### config.mk
export PLATFORM = sky130hd
export DESIGN_NAME = dice_roll_ctrl_flat
export DESIGN_NICKNAME = d
export VERILOG_FILES = /design/src/rtl/clue_pkg.sv /design/src/rtl/dice_roll_ctrl_if.sv /design/src/rtl/dice_roll_ctrl_die_filter.sv /design/src/rtl/dice_roll_ctrl.sv /design/src/flat_wrapper.sv
export SDC_FILE = /design/constraint.sdc
export NUM_CORES = 1
export LEC_CHECK = 0
export CORE_ASPECT_RATIO = 1.75
export CORE_MARGIN = 5
export CORE_UTILIZATION = 52
export DETAILED_ROUTE_END_ITERATION = 8
export GPL_ROUTABILITY_DRIVEN = 0
export PLACE_DENSITY_LB_ADDON = 0.15
export SLEW_MARGIN = 20
export SYNTH_ARGS = -nofsm -noshare
export SYNTH_HDL_FRONTEND = slang
export SYNTH_SLANG_ARGS = --single-unit
### constraint.sdc
create_clock -name clk -period 3 [get_ports clk]
set_input_delay 0.45 -clock clk [delete_from_list [all_inputs] [get_ports clk]]
set_output_delay 0.45 -clock clk [all_outputs]
set_load 0.02 [all_outputs]
### src/rtl/clue_pkg.sv
// Shared types and constants for the Clue dice-roll and turn logic.
package clue_pkg;

  typedef enum logic [1:0] {
    IDLE   = 2'd0,
    SAMPLE = 2'd1,
    READY  = 2'd2,
    DONE   = 2'd3
  } state_t;

  localparam int DIE_MIN = 1;
  localparam int DIE_MAX = 6;
  localparam int ROLL_W  = 4;

endpackage

### src/rtl/dice_roll_ctrl_if.sv
// Bundle of the dice controller's stimulus inputs and roll/turn outputs.
// Handshake: roll_req is a level request, taken only in IDLE; roll_valid and
// turn_over are single-cycle pulses; move_step/end_turn act only in READY.
interface dice_roll_ctrl_if;
  import clue_pkg::*;

  logic [2:0]        rand_in;
  logic              roll_req;
  logic              move_step;
  logic              end_turn;
  logic [ROLL_W-1:0] die_total;
  logic [ROLL_W-1:0] moves_left;
  logic              roll_valid;
  logic              busy;
  logic              turn_over;
  state_t            state;

  modport master (
    output rand_in, roll_req, move_step, end_turn,
    input  die_total, moves_left, roll_valid, busy, turn_over, state
  );

  modport slave (
    input  rand_in, roll_req, move_step, end_turn,
    output die_total, moves_left, roll_valid, busy, turn_over, state
  );
endinterface

### src/rtl/dice_roll_ctrl_die_filter.sv
// Combinational die-face filter: accepts 1..6 directly; when forced, folds
// 0 to 1 and 7 to 6 so a stuck random source still yields a legal face.
module die_filter
  import clue_pkg::*;
(
  input  logic [2:0] rand_in,
  input  logic       force_accept,
  output logic       accept,
  output logic [2:0] value
);

  logic in_range;

  // Classify the raw sample and pick the face value to add.
  always_comb begin
    in_range = (rand_in >= 3'(DIE_MIN)) && (rand_in <= 3'(DIE_MAX));
    accept   = in_range || force_accept;
    if (in_range) begin
      value = rand_in;
    end else if (rand_in == 3'd0) begin
      value = 3'(DIE_MIN);
    end else begin
      value = 3'(DIE_MAX);
    end
  end

endmodule

### src/rtl/dice_roll_ctrl.sv
// Dice roll controller: rejection-samples the rng stream into NUM_DICE legal
// faces, then tracks moves for the turn until exhausted or forfeited.
module dice_roll_ctrl
  import clue_pkg::*;
#(
  parameter int NUM_DICE  = 2,
  parameter int MAX_TRIES = 4
) (
  input  logic               clk,
  input  logic               reset,
  dice_roll_ctrl_if.slave    bus
);

  localparam logic [2:0] TRY_LAST  = 3'(MAX_TRIES - 1);
  localparam logic [1:0] DICE_LAST = 2'(NUM_DICE);

  state_t            state_q, state_n;
  logic [ROLL_W-1:0] acc_q, acc_n;
  logic [1:0]        dice_q, dice_n;
  logic [2:0]        tries_q, tries_n;
  logic [ROLL_W-1:0] total_q, total_n;
  logic [ROLL_W-1:0] moves_q, moves_n;
  logic              valid_q, valid_n;

  logic              force_accept;
  logic              accept;
  logic [2:0]        value;
  logic [ROLL_W-1:0] sum;

  assign force_accept = (tries_q == TRY_LAST);

  die_filter u_die_filter (
    .rand_in      (bus.rand_in),
    .force_accept (force_accept),
    .accept       (accept),
    .value        (value)
  );

  assign sum = acc_q + {1'b0, value};

  // State and datapath registers; reset discards any roll in progress.
  always_ff @(posedge clk) begin
    if (reset) begin
      state_q <= IDLE;
      acc_q   <= '0;
      dice_q  <= '0;
      tries_q <= '0;
      total_q <= '0;
      moves_q <= '0;
      valid_q <= 1'b0;
    end else begin
      state_q <= state_n;
      acc_q   <= acc_n;
      dice_q  <= dice_n;
      tries_q <= tries_n;
      total_q <= total_n;
      moves_q <= moves_n;
      valid_q <= valid_n;
    end
  end

  // Next-state and datapath update for the roll -> move -> turn-over sequence.
  always_comb begin
    state_n = state_q;
    acc_n   = acc_q;
    dice_n  = dice_q;
    tries_n = tries_q;
    total_n = total_q;
    moves_n = moves_q;
    valid_n = 1'b0;
    unique case (state_q)
      IDLE: begin
        if (bus.roll_req) begin
          state_n = SAMPLE;
          acc_n   = '0;
          dice_n  = '0;
          tries_n = '0;
        end
      end
      SAMPLE: begin
        if (accept) begin
          acc_n   = sum;
          dice_n  = dice_q + 2'd1;
          tries_n = '0;
          if (dice_q + 2'd1 == DICE_LAST) begin
            state_n = READY;
            total_n = sum;
            moves_n = sum;
            valid_n = 1'b1;
          end
        end else begin
          tries_n = tries_q + 3'd1;
        end
      end
      READY: begin
        if (bus.end_turn) begin
          moves_n = '0;
          state_n = DONE;
        end else if (bus.move_step) begin
          if (moves_q > 4'd1) begin
            moves_n = moves_q - 4'd1;
          end else begin
            moves_n = '0;
            state_n = DONE;
          end
        end
      end
      DONE: begin
        state_n = IDLE;
      end
      default: state_n = IDLE;
    endcase
  end

  assign bus.die_total  = total_q;
  assign bus.moves_left = moves_q;
  assign bus.roll_valid = valid_q;
  assign bus.busy       = (state_q != IDLE);
  assign bus.turn_over  = (state_q == DONE);
  assign bus.state      = state_q;

endmodule

### src/flat_wrapper.sv
// flat-port wrapper written by rule: the top's interface ports become plain ports
module dice_roll_ctrl_flat import clue_pkg::*;
#(
  parameter int NUM_DICE  = 2,
  parameter int MAX_TRIES = 4
)
  (clk, reset, bus_rand_in, bus_roll_req, bus_move_step, bus_end_turn, bus_die_total, bus_moves_left, bus_roll_valid, bus_busy, bus_turn_over, bus_state);
  dice_roll_ctrl_if bus_i ();
  input  logic clk;
  input  logic reset;
  input wire logic [$bits(bus_i.rand_in)-1:0] bus_rand_in;
  input wire logic [$bits(bus_i.roll_req)-1:0] bus_roll_req;
  input wire logic [$bits(bus_i.move_step)-1:0] bus_move_step;
  input wire logic [$bits(bus_i.end_turn)-1:0] bus_end_turn;
  output wire logic [$bits(bus_i.die_total)-1:0] bus_die_total;
  output wire logic [$bits(bus_i.moves_left)-1:0] bus_moves_left;
  output wire logic [$bits(bus_i.roll_valid)-1:0] bus_roll_valid;
  output wire logic [$bits(bus_i.busy)-1:0] bus_busy;
  output wire logic [$bits(bus_i.turn_over)-1:0] bus_turn_over;
  output wire logic [$bits(bus_i.state)-1:0] bus_state;
  assign bus_i.rand_in = bus_rand_in;
  assign bus_i.roll_req = bus_roll_req;
  assign bus_i.move_step = bus_move_step;
  assign bus_i.end_turn = bus_end_turn;
  assign bus_die_total = bus_i.die_total;
  assign bus_moves_left = bus_i.moves_left;
  assign bus_roll_valid = bus_i.roll_valid;
  assign bus_busy = bus_i.busy;
  assign bus_turn_over = bus_i.turn_over;
  assign bus_state = bus_i.state;
  dice_roll_ctrl #(.NUM_DICE(NUM_DICE), .MAX_TRIES(MAX_TRIES)) u_core (.clk(clk), .reset(reset), .bus(bus_i));
endmodule
==> impl_metrics.yaml, run 1 <==
clock_tree:
  htree_levels: 1
  cts_tree: "built"
  clk_pin_slew_ns: 0.08
  cts-root-buf: "clkbuf_8"
  clock_latency_ns: 0.25
  post_cts_resized: 0
  cts_buffer_depth: 2
  postCtsSetupBuffers: 0
  ctsHoldBuffers: 0
  cts.sinks: 20
  cts_buffers: 3
status:
  outcome: "finished clean"
logic_synthesis:
  seq_area_frac_synth_pct: 32.7
  synth_edf_count: 0
  avgSynthCellArea_sq_um: 9.49
  ys_ff_latch: 20
  syn_nets: 150
  ys_types: 51
  yosysWarningCount: 0
  yosysTopAreaCellShare_pct: 32.7
  synth_top_flop_cell: "dfxtp_1"
  syn_area_sq_um: 1220
  synth-async-reset-ratio_pct: 0
  synthCells: 129
  yosysTopAreaCell: "dfxtp_1"
  ys_top_cells_by_area: "dfxtp_1, ha_1, inv_1, nor2_1, a21oi_1"
place:
  dp_hpwl_mm: 1.94
  io_buffers: 20
  placed_area_sq_um: 1440
routing:
  via_per_inst: 5.80
  routed_wl_mm: 2.40
  firstDrtPassIters: 4
  routed-wl-met3_um: 93
  via_count: 1020
  drt_iter0_drc: 52
  wl_met2_mm: 1.27
  dr.max_layer_used: "met4"
  ant_nets: 0
  drt-met1-wl_um: 986
  route.detailed.drc: 0
  routedWlPerCell_um: 13.6
setup_path:
  path_cells: "clkdlybuf4s50_1, a21o_2, o21ai_0, ha_1, fa_1, xnor2_1, o32ai_1, a31o_2"
  start_kind: "input pin"
  cp_max_fo: 6
  cp.depth: 8
  critPathBufInv: 1
  ff2ff_path_depth: 6
  required_ns: 3.15
  slowest_stage: "clkdlybuf4s50_1"
  arrival_ns: 2.57
  endpoint_kind: "flop"
  critical_path.top_delay_family: "adder cells"
  critPathMaxStageDelay_ns: 0.62
  crit_type: "input pin to flop"
sta:
  tightestPinTransition_ns: 0.606
  finClkSkew_ns: 0.00186
  post-route-period-util_pct: 80.7
  drv_slew: 0
  fin_setup_tns_ns: 0
  rsz0062_at_grt: "no"
  min_period_ns: 2.42
  fmax_ghz: 0.413
  relSlewSlack_pct: 59.2
  hold_viol: 0
  setup-violations-final: 0
die:
  start_util_pct: 53.8
  fp.dieW_um: 46.7
  die_area_sq_um: 3460
  core_sq_um: 2270
  num_rows: 23
  die_h_um: 74.2
  ioPinCount: 21
pwr:
  intPower_uw: 787
  seqPwrFrac_pct: 29.2
  p_leak_nw: 0.623
  comb_power_share_pct: 49.8
  switching_power_uw: 492
  switching_share_pct: 38.5
  clkPwrFrac_pct: 21.0
  p_per_area_nw_per_um2: 846
  peakVddDrop_mv: 0.548
grt:
  grt_pass1_vias: 1029
  grt-ovfl-total: 0
  grt_pass1_wl_mm: 4.16
  grt_max_degree: 15
  antenna_found_initial: 0
  globalRouteTotalUtil_pct: 15.9
final_layout:
  n_fill_cell: 191
  nNetsFinal: 173
  final_util_pct: 66.5
  areaGrowthSynthToFinish_pct: 23.5
  final_area_sq_um: 1510
  antenna_cells: 0
  drive_above_1_share_pct: 13.2
min_path:
  hold_depth: 2
  hp-class: "flop to flop"
flow_run:
  maxCapViolCount: 0
==> sequential cells by signal, summed over array words and instances, names as in the netlist <==
name / flops
u_core.acc_q: 4
u_core.bus.die_total: 4
u_core.bus.moves_left: 4
u_core.tries_q: 3
u_core.bus.state: 2
u_core.dice_q: 2
u_core.bus.roll_valid: 1
==> worst paths after layout <==
kind / to / slack, ns / start
worst min-delay path: u_core.bus.die_total[3]$_SDFFE_PP0P_ / 0.46 / u_core.bus.die_total[3]$_SDFFE_PP0P_
worst min register to register: u_core.bus.die_total[3]$_SDFFE_PP0P_ / 0.46 / u_core.bus.die_total[3]$_SDFFE_PP0P_
worst max register to register: u_core.bus.state[0]$_SDFFE_PP0P_ / 1.18 / u_core.tries_q[0]$_SDFFE_PP0P_
worst max-delay path: u_core.bus.moves_left[2]$_SDFFE_PP0P_ / 0.58 / bus_rand_in[2]
==> synthesized netlist by cell type, types with 2 or more instances <==
cell and n:
a211oi_1 2, a211oi_2 2, a21o_1 2, a21oi_1 8
a22o_1 2, a2bb2oi_1 2, and3_1 2, dfxtp_1 20
ha_1 12, inv_1 12, mux2i_1 4, nand2_1 6
nand3_1 2, nor2_1 12, o21ai_0 3, o21ai_1 2
xnor2_1 2
==> final cells by class <==
| cell class | count | area (sq um) | share of cell area (%) |
|---|---|---|---|
| Clock buffer | 3 | 41.3 | 2.73 |
| Multi-Input combinational cell | 94 | 756 | 50.0 |
| Clock inverter | 1 | 30.0 | 1.99 |
| Timing Repair Buffer | 21 | 208 | 13.7 |
| Sequential cell | 20 | 400 | 26.5 |
| Inverter | 12 | 45.0 | 2.98 |
| Tap cell | 25 | 31.3 | 2.07 |
==> cell families (layout without fill, tap and decap cells) <==
logic type	Yosys count	in the layout	synth area share, %
xor+xnor	3	3	2.15
mux	4	4	3.27
compound gates	34	34	21.3
fa+ha+maj	13	13	13.9
buf+inv	15	37	5.52
flops	20	20	32.7
simple gates	40	40	21.2
==> per-stage QoR <==
stage	cells	hold slack [ns]	setup WS (ns)	total power, mW
finish	176	0.458	0.580	1.28
detailed placement	172	0.453	0.307	1.02
global placement	172	0.445	0.361	1.00
CTS	176	0.464	0.563	1.29
global route	176	0.490	0.383	1.38
floorplan	129	0.436	0.772	0.830
==> worst register-to-register path, cell delays in order (launching register included) <==
cell and delay, ns:
dfxtp_1 0.35, ha_1 0.16, ha_1 0.24, and4b_4 0.25, o31ai_4 0.30, nand3_1 0.19
a211oi_2 0.25
==> power groups by stage <==
stage	sequential (mW)	clock [mW]	combinational [mW]
2_1_floorplan	0.410	0	0.420
3_3_place_gp	0.377	0	0.626
3_5_place_dp	0.380	0	0.639
4_1_cts	0.374	0.270	0.642
5_1_grt	0.383	0.286	0.713
6_report	0.374	0.269	0.636
==> cells in the final DEF (no fill, tap or decap), drive strengths merged, types with 2 or more instances in the layout <==
master	n
nand4	2
clkdlybuf4s50	20
a2bb2oi	2
mux2i	4
dfxtp	20
nand2	6
o31ai	2
nor2	13
xnor2	2
nor4	2
inv	12
a22o	2
a21o	3
a21oi	9
o21ai	5
ha	12
a211oi	4
clkbuf	3
and3	2
nand3	2
==> per-layer routing <==
| layer | vias to the layer above | GRT usage, % |
|---|---|---|
| met3 | 6 | 2.18 |
| met4 | 0 | 7.08 |
| met5 | - | 0 |
| li1 | 508 | - |
| met1 | 485 | 17.4 |
| met2 | 21 | 28.8 |
Power figures use the tool's default switching activity.
==> inputs of run 2 (changes only) <==
Settings changed: CORE_UTILIZATION 52 to 47.
Clock period 3 ns to 2.15 ns, I/O delays scaled along.
==> run 2 against run 1 <==
Critical path depth unchanged. Non-clock buffer count up 6. First-iteration DRC count shrank 56%. Total power grew 41%. Critical endpoint unchanged.
==> impl_metrics.yaml, run 2 (synthesized netlist as in run 1, its figures left out) <==
clock_tree:
  htree_levels: 1
  clk_pin_slew_ns: 0.08
  cts_tree: "built"
  ctsHoldBuffers: 0
  cts_buffers: 3
  clock_latency_ns: 0.25
  cts_buffer_depth: 2
  cts.sinks: 20
  postCtsSetupBuffers: 0
  cts-root-buf: "clkbuf_8"
die:
  fp.dieW_um: 48.6
  die_area_sq_um: 3760
  core_sq_um: 2490
  die_h_um: 77.5
  num_rows: 24
  ioPinCount: 21
  start_util_pct: 49.1
place:
  dp_hpwl_mm: 2.13
  io_buffers: 20
  dp_slack_ns: -0.307
  placed_area_sq_um: 1490
final_layout:
  multi_input_area_sq_um: 768
  antenna_cells: 0
  areaGrowthSynthToFinish_pct: 28.3
  final_cell_mix: "clkdlybuf4s50_1, dfxtp_1, inv_1, nor2_1, ha_1"
  drive_above_1_share_pct: 18.5
  regArea_sq_um: 400
  nNetsFinal: 179
  n_fill_cell: 215
  final_area_sq_um: 1570
status:
  outcome: "finished clean"
sta:
  min_period_ns: 2.02
  relSlewSlack_pct: 57.6
  post-route-period-util_pct: 93.9
  rsz0062_at_grt: "no"
  fmax_ghz: 0.495
  drv_slew: 0
  fin_ws_ns: 0.131
  finClkSkew_ns: 0.00266
  setup-violations-final: 0
  hold_viol: 0
  tightestPinTransition_ns: 0.630
grt:
  grt_max_degree: 13
  antenna_found_initial: 0
  grt-ovfl-total: 0
  grt_pass1_vias: 1075
  globalRouteTotalUtil_pct: 14.3
  grt_pass1_wl_mm: 4.54
min_path:
  hp-class: "flop to flop"
setup_path:
  r2r_slack_ns: 0.25
  crit_type: "input pin to flop"
  start_kind: "input pin"
  r2r_start: "u_core.tries_q[0]$_SDFFE_PP0P_"
  arrival_ns: 2.17
  required_ns: 2.30
  timing.critical_path.from: "bus_rand_in[1]"
  ff2ff_path_depth: 6
  cp_max_fo: 4
  r2r-end: "u_core.bus.state[0]$_SDFFE_PP0P_"
  crit_end: "u_core.bus.moves_left[2]$_SDFFE_PP0P_"
  endpoint_kind: "flop"
pwr:
  peakVddDrop_mv: 0.587
  p_per_area_nw_per_um2: 1150
  p_leak_nw: 0.651
  p_total_mw: 1.81
routing:
  drt_iter0_drc: 23
  ant_nets: 0
  via_per_inst: 5.77
  routed_wl_mm: 2.62
  firstDrtPassIters: 4
  route.detailed.drc: 0
  via_count: 1056
  routedWlPerCell_um: 14.3
flow_run:
  maxCapViolCount: 0
[run 2: changes by cell type in the layout (fill, tap and decap cells not counted), sizes merged]
cell | before | now
buf | 1 | 7
[run 2: through the flow]
step / utilization (%) / hold WS, ns / cells / setup TNS (ns)
after CTS: 62.9 / 0.460 / 183 / 0
after detailed placement: 59.6 / 0.449 / 179 / -0.915
final: 63.0 / 0.457 / 183 / 0
after global placement: 59.6 / 0.448 / 179 / -0.592
after global routing: 63.0 / 0.470 / 183 / 0
after floorplan: - / 0.436 / 129 / 0
[run 2: worst min path at each step]
stage	to	start	depth (start not counted)
after floorplan	u_core.acc_q[2]$_SDFFE_PP0P_	u_core.acc_q[2]$_SDFFE_PP0P_	1
after global placement	u_core.bus.die_total[3]$_SDFFE_PP0P_	u_core.bus.die_total[3]$_SDFFE_PP0P_	2
after detailed placement	u_core.bus.die_total[3]$_SDFFE_PP0P_	u_core.bus.die_total[3]$_SDFFE_PP0P_	2
after CTS	u_core.bus.die_total[3]$_SDFFE_PP0P_	u_core.bus.die_total[3]$_SDFFE_PP0P_	2
after global routing	u_core.bus.die_total[3]$_SDFFE_PP0P_	u_core.bus.die_total[3]$_SDFFE_PP0P_	2
final	u_core.bus.die_total[3]$_SDFFE_PP0P_	u_core.bus.die_total[3]$_SDFFE_PP0P_	2
[run 2: where the power goes]
| group | switching (mW) | internal, mW | leakage [nW] |
|---|---|---|---|
| Combinational | 0.494 | 0.417 | 0.453 |
| Clock | 0.124 | 0.248 | 0.0357 |
| Sequential | 0.0758 | 0.448 | 0.163 |
| Total | 0.694 | 1.11 | 0.651 |
[run 2: worst max-delay path, stage by stage]
cell and delay (ns):
clkdlybuf4s50_1 0.52, a21o_2 0.14, o21ai_0 0.08, ha_2 0.21, fa_2 0.38, xnor2_2 0.17
o32ai_1 0.11, a31o_2 0.26
[run 2: layout make-up]
cell class | instances | area share [%]
multi-input cells | 94 | 48.9
flip-flops and latches | 20 | 25.5
repair buffers | 27 | 16.1
inverters | 12 | 2.87
clock buffers | 3 | 2.63
well taps | 26 | 2.07
clock inverters | 1 | 1.91
[run 2: repair_timing]
item,4_1_cts,5_1_grt
setup endpoints to repair,1,2
hold endpoints to repair,0,0
cloned,0,0
pin swaps,0,1
resized for setup,2,2
[run 2: routing by layer]
layer / share of wire [%] / track usage [%] / up-vias
li1: - / - / 526
met1: 41 / 15.1 / 498
met2: 54 / 26.2 / 28
met3: 3.7 / 1.92 / 4
met4: 1.5 / 8.36 / 0
met5: 0 / 0 / -
